File: src/rtl/priority_select_pipe.sv
// Priority channel select with a single registered valid/ready output stage; 1-cycle latency, full throughput.
// Backpressure: o_ready = !o_valid || i_ready. Define PRIOSEL_ROUND_ROBIN_EN for a rotating search start pointer.
module priority_select_pipe #(
  parameter int NUM_CH = 4,
  parameter int DATA_W = 1,
  localparam int IDX_W = ($clog2(NUM_CH) > 1) ? $clog2(NUM_CH) : 1
) (
  input  logic                     i_clk,
  input  logic                     i_arst_n,
  input  logic                     i_valid,
  output logic                     o_ready,
  input  logic [NUM_CH-1:0]        i_ctrl,
  input  logic [NUM_CH*DATA_W-1:0] i_in,
  output logic                     o_valid,
  input  logic                     i_ready,
  output logic [DATA_W-1:0]        o_data,
  output logic [IDX_W-1:0]         o_idx,
  output logic                     o_hit
);

  logic              valid_q, valid_d;
  logic [DATA_W-1:0] data_q, data_d;
  logic [IDX_W-1:0]  idx_q, idx_d;
  logic              hit_q, hit_d;

  logic              in_xfer;
  logic              sel_hit;
  logic [IDX_W-1:0]  sel_idx;
  logic [DATA_W-1:0] sel_data;

`ifdef PRIOSEL_ROUND_ROBIN_EN
  logic [IDX_W-1:0]  ptr_q, ptr_d;
`endif

  assign o_ready = !valid_q || i_ready;
  assign in_xfer = i_valid && o_ready;

  // Walk the search order from its far end so the earliest candidate is the last one written.
  always_comb begin
    int c;
    c        = 0;
    sel_hit  = 1'b0;
    sel_idx  = '0;
    sel_data = '0;
    for (int k = NUM_CH - 1; k >= 0; k--) begin
`ifdef PRIOSEL_ROUND_ROBIN_EN
      c = int'(ptr_q) + k;
      if (c >= NUM_CH) c = c - NUM_CH;
`else
      c = k;
`endif
      if (i_ctrl[c]) begin
        sel_hit  = 1'b1;
        sel_idx  = IDX_W'(c);
        sel_data = i_in[c*DATA_W +: DATA_W];
      end
    end
  end

  always_comb begin
    valid_d = valid_q;
    data_d  = data_q;
    idx_d   = idx_q;
    hit_d   = hit_q;
    if (in_xfer) begin
      valid_d = 1'b1;
      data_d  = sel_data;
      idx_d   = sel_idx;
      hit_d   = sel_hit;
    end else if (i_ready) begin
      valid_d = 1'b0;
    end
  end

`ifdef PRIOSEL_ROUND_ROBIN_EN
  always_comb begin
    ptr_d = ptr_q;
    if (in_xfer && sel_hit) begin
      ptr_d = (int'(sel_idx) == NUM_CH - 1) ? '0 : sel_idx + 1'b1;
    end
  end

  always_ff @(posedge i_clk or negedge i_arst_n) begin
    if (!i_arst_n) ptr_q <= '0;
    else           ptr_q <= ptr_d;
  end
`endif

  always_ff @(posedge i_clk or negedge i_arst_n) begin
    if (!i_arst_n) begin
      valid_q <= 1'b0;
      data_q  <= '0;
      idx_q   <= '0;
      hit_q   <= 1'b0;
    end else begin
      valid_q <= valid_d;
      data_q  <= data_d;
      idx_q   <= idx_d;
      hit_q   <= hit_d;
    end
  end

  assign o_valid = valid_q;
  assign o_data  = data_q;
  assign o_idx   = idx_q;
  assign o_hit   = hit_q;

endmodule

File: config.mk
export PLATFORM = sky130hd
export DESIGN_NAME = priority_select_pipe
export DESIGN_NICKNAME = d
export VERILOG_FILES = /design/src/rtl/priority_select_pipe.sv
export SDC_FILE = /design/constraint.sdc
export NUM_CORES = 1
export LEC_CHECK = 0
export ABC_AREA = 0
export ABC_CLOCK_PERIOD_IN_PS = 1400
export CAP_MARGIN = 5
export CORE_AREA = 2 2 39 41
export DETAILED_ROUTE_END_ITERATION = 10
export DIE_AREA = 0 0 41 43
export SYNTH_ARGS = -nofsm -noshare
export SYNTH_HDL_FRONTEND = slang
export SYNTH_SLANG_ARGS = --single-unit
File: constraint.sdc
create_clock -name i_clk -period 1.4 [get_ports i_clk]
set_clock_uncertainty 0.1 [all_clocks]
set_input_delay 0.28 -clock i_clk [delete_from_list [all_inputs] [get_ports i_clk]]
set_output_delay 0.28 -clock i_clk [all_outputs]
set_load 0.01 [all_outputs]
Yosys cells after proc, flatten, opt, wreduce, memory -nomap -nowiden
Index checks and enable logic that the tools add are counted. Widths: inputs -> output; s select.

Flip-flop bits (word level): 5. Output and inout bits: 6.

Mux-type cells: 14. Reduce and logical (&&, ||, !) cells: 4.

Operators by type and width (count): $mux 1 (10); $mux 2 (4); $reduce_bool 2->1 (1); $logic_and 1x1->1 (1); $logic_not 1->1 (1); $logic_or 1x1->1 (1).

Longest topological paths before layout
Depth after elaboration: 4. Gate-level depth with buffers: 4. Depth with buffers taken out: 3.

Least setup slack after synthesis
OpenSTA, ideal clock, no wires.

Path kind: register to register. Start: register valid_q (netlist: o_valid). End: register idx_q[1] (netlist: o_idx[1]). Library setup time: 0.127 ns. Data arrival time: 0.987 ns. Setup slack: 0.185 ns. Stages on the path, launching flop included: 5. Clock period less this slack: 1.215 ns. Path through: dfrtp_1 -> nand2b_1 -> buf_4 -> nand2_1 -> mux2_1.

Longest elaborated chain between the ends: 3.

Ends and longest elaborated chain: start: declaration (line 21) `logic valid_q, valid_d;`; start signal: assignment (line 96) `valid_q <= valid_d;`; $logic_not 1->1 (line 35) `assign o_ready = !valid_q || i_ready;`; $logic_or 1x1->1 (line 35); via o_ready (line 11) `output logic o_ready,`; $logic_and 1x1->1 (line 36) `assign in_xfer = i_valid && o_ready;`; end signal: assignment (line 98) `idx_q <= idx_d;`; end: declaration (line 23) `logic [IDX_W-1:0] idx_q, idx_d;`.

The timed path passes the listed nets, and every way through them passes these cells. A chain may end at the register's enable or synchronous reset.

Final worst setup path
Start: input i_ready. End: register idx_q[1] (netlist: o_idx[1]).

Longest elaborated chain between the ends: 2.

Ends and longest elaborated chain: start: declaration (line 15) `input logic i_ready,`; $logic_or 1x1->1 (line 35); $logic_and 1x1->1 (line 36).

No other way between the ends.

==> flow_summary_export.csv <==
group,metric,value,unit
setup_path,cp_max_fo,7,
logic_synthesis,synth_cell_types,16,
placed_design,io_buffer_count,17,
clock_network,cts_buffers,3,
timing,period_needed,1.37,ns
global_route,track_usage,9.11,%
pwr,power.density,887,nW/um^2
floorplan,design.core.area,1380,um^2
setup_path,cp.arrival,1.39,ns
logic_synthesis,avgSynthCellArea,10.6,um^2
drt,wire_per_inst,10.2,um
clock_network,path_clk_slew,0.04,ns
logic_synthesis,syn-cell-area,264,um^2
timing,rsz0062_at_grt,"yes",
logic_synthesis,seq_area_frac_synth,47.4,%
setup_path,cp-start-kind,"primary input",
setup_path,cp_cell_sequence,"clkdlybuf4s50_1 > nand2b_1 > buf_4 > nand2_2 > mux2_1",
global_route,grt_pass1_vias,283,
timing,setup_slack,0.0314,ns
floorplan,dieWidth,41,um
timing,fin_setup_tns,0,ns
setup_path,crit_slowest_cell,"clkdlybuf4s50_1",
floorplan,die_area,1760,um^2
cells_and_area,fin_area,502,um^2
logic_synthesis,yosys.area.top_type,"dfrtp_1",
clock_network,cts-root-buf,"clkbuf_4",
placed_design,dpl.hpwl,549,um
floorplan,fp-row-count,14,
clock_network,clk_path_buf_depth,2,
worst_hold_path,hold_class,"primary input to async pin",
drt,firstDrtPassIters,1,
logic_synthesis,yosys_warnings,0,
logic_synthesis,synthCells,25,
setup_path,r2r_cells,4,
timing,max_freq,731,MHz
timing,whs,0.154,ns
drt,vias,271,
global_route,antenna_found_initial,0,
logic_synthesis,syn-num-nets,37,
drt,totalWireLength,671,um
drt,drt_iter0_markers,0,
job,cap_violations,0,
drt,ant_nets,0,
timing,final-setup-viol-count,0,
placed_design,post-place-ws,-0.377,ns
setup_path,cp_data_required_time,1.42,ns
cells_and_area,final_core_util,36.3,%
logic_synthesis,yosys-top-cells-area,"dfrtp_1 47%, a41oi_2 6.2%, a21oi_1 5.7%",
setup_path,critPathKind,"primary input to register",
timing,finalHoldViolCount,0,
cells_and_area,layoutNonFillerInstCount,66,
placed_design,dpl_cell_area,484,um^2
clock_network,clk_latency,0.23,ns
cells_and_area,area_delta_synth_final,90.0,%
setup_path,crit_path_end_kind,"register",
pwr,irDropWorstVdd,0.388,mV
cells_and_area,nets,63,
floorplan,io_pins,18,
drt,viasPerCell,4.11,
global_route,grt_max_degree,8,
logic_synthesis,netlist.area_leader.share,47.4,%
floorplan,start_util,19.1,%
timing,fin_crit_sh,97.8,%
global_route,grt-ovfl-total,0,
placed_design,place_congestion,0.687,
logic_synthesis,ys_ff_latch,5,
floorplan,die_h,43,um
cells_and_area,drive_gt1_share,26.0,%
timing,drv_slew,0,
drt,drt_drc_violations_left,0,
clock_network,htree_levels,1,
timing,worstMarginPinSlew,0.209,ns
run_status,status,"finished clean",
timing,relSlewSlack,86.0,%
pwr,total_power,0.445,mW
setup_path,critPathMaxStageDelay,0.40,ns
global_route,grt_first_pass_wirelength,1060,um
clock_network,cts_tree,"yes",
placed_design,dpl.cell_count,62,
pwr,power_leakage,0.209,nW
cells_and_area,antenna-diode-count,0,
clock_network,clock_sinks,5,
## final cells by class
class                      instances  area, um^2
clock buffer                       4        26.3
fill                             142         882
inverter                           1        5.00
multi-input combinational         18         129
sequential                         5         125
tap                               16        20.0
timing repair buffer              22         196
## worst paths after layout
check	startpoint	end	slack, ns
worst max-delay path	i_ready	o_idx[1]	0.03
worst min-delay path	i_arst_n	o_hit	0.15
worst min register to register	o_idx[0]	o_idx[0]	0.38
max in group asynchronous	i_arst_n	o_data	0.86
worst max register to register	o_valid	o_idx[1]	0.21
min in group i_clk	o_idx[0]	o_idx[0]	0.38
## sequential cells by signal, indices dropped and copies added, names as in the netlist
signal / count
o_idx: 2
o_hit: 1
o_data: 1
o_valid: 1
## timing repair
| action | 4_1_cts | 5_1_grt |
|---|---|---|
| buffers inserted | 0 | 0 |
| cloned | 0 | 0 |
| gates resized for setup | 9 | 1 |
| hold buffers | 0 | 0 |
| setup endpoints to repair | 6 | 1 |
## placed cells by master, fill, tap and decap left out
master and n:
o211ai_1 1, dfrtp_1 5, nand2_1 1, nor2_1 2, clkbuf_1 1, a21oi_1 3
nand3b_1 1, buf_4 5, nand2b_1 2, clkdlybuf4s50_1 11, clkbuf_4 3, and2b_2 1
mux2_1 1, a41oi_1 1, buf_2 1, nor3_1 1, o2bb2ai_1 1, a221o_1 1
clkinvlp_2 1, a41oi_2 1, dlygate4sd2_1 5, nand2_2 1
## cell usage after synthesis
| master | count |
|---|---|
| a21oi_1 | 3 |
| a221o_1 | 1 |
| a41oi_1 | 1 |
| a41oi_2 | 1 |
| and2b_2 | 1 |
| buf_4 | 1 |
| clkinvlp_2 | 1 |
| dfrtp_1 | 5 |
| mux2_1 | 1 |
| nand2_1 | 2 |
| nand2b_1 | 2 |
| nand3b_1 | 1 |
| nor2_1 | 2 |
| nor3_1 | 1 |
| o211ai_1 | 1 |
| o2bb2ai_1 | 1 |
## report_power, final
| group | switching (mW) | internal [mW] |
|---|---|---|
| clock network | 0.0550 | 0.107 |
| registers | 0.00621 | 0.160 |
| logic | 0.0468 | 0.0698 |
| total | 0.108 | 0.337 |
## critical path: cells and delay by family
kind / cells / cell delay (ns)
buffers and inverters: 2 / 0.56
multiplexers: 1 / 0.31
AND/OR/NAND/NOR: 2 / 0.23
## logic make-up after synthesis
family / count (synthesis) / synth area share, %
AOI/OAI and AO/OA: 8 / 25.1
buffers and inverters: 2 / 4.74
DFF: 5 / 47.4
muxes: 1 / 4.27
and+or+nand+nor: 9 / 18.5
## metal layers
| metal | track usage [%] | vias up | share of wire, % |
|---|---|---|---|
| met5 | 0 | - | 0 |
| met4 | 8.00 | 0 | 0 |
| met3 | 2.09 | 0 | 10 |
| met2 | 14.1 | 11 | 46 |
| met1 | 9.57 | 116 | 44 |
| li1 | - | 144 | - |
(Power assumes the default switching activity.)
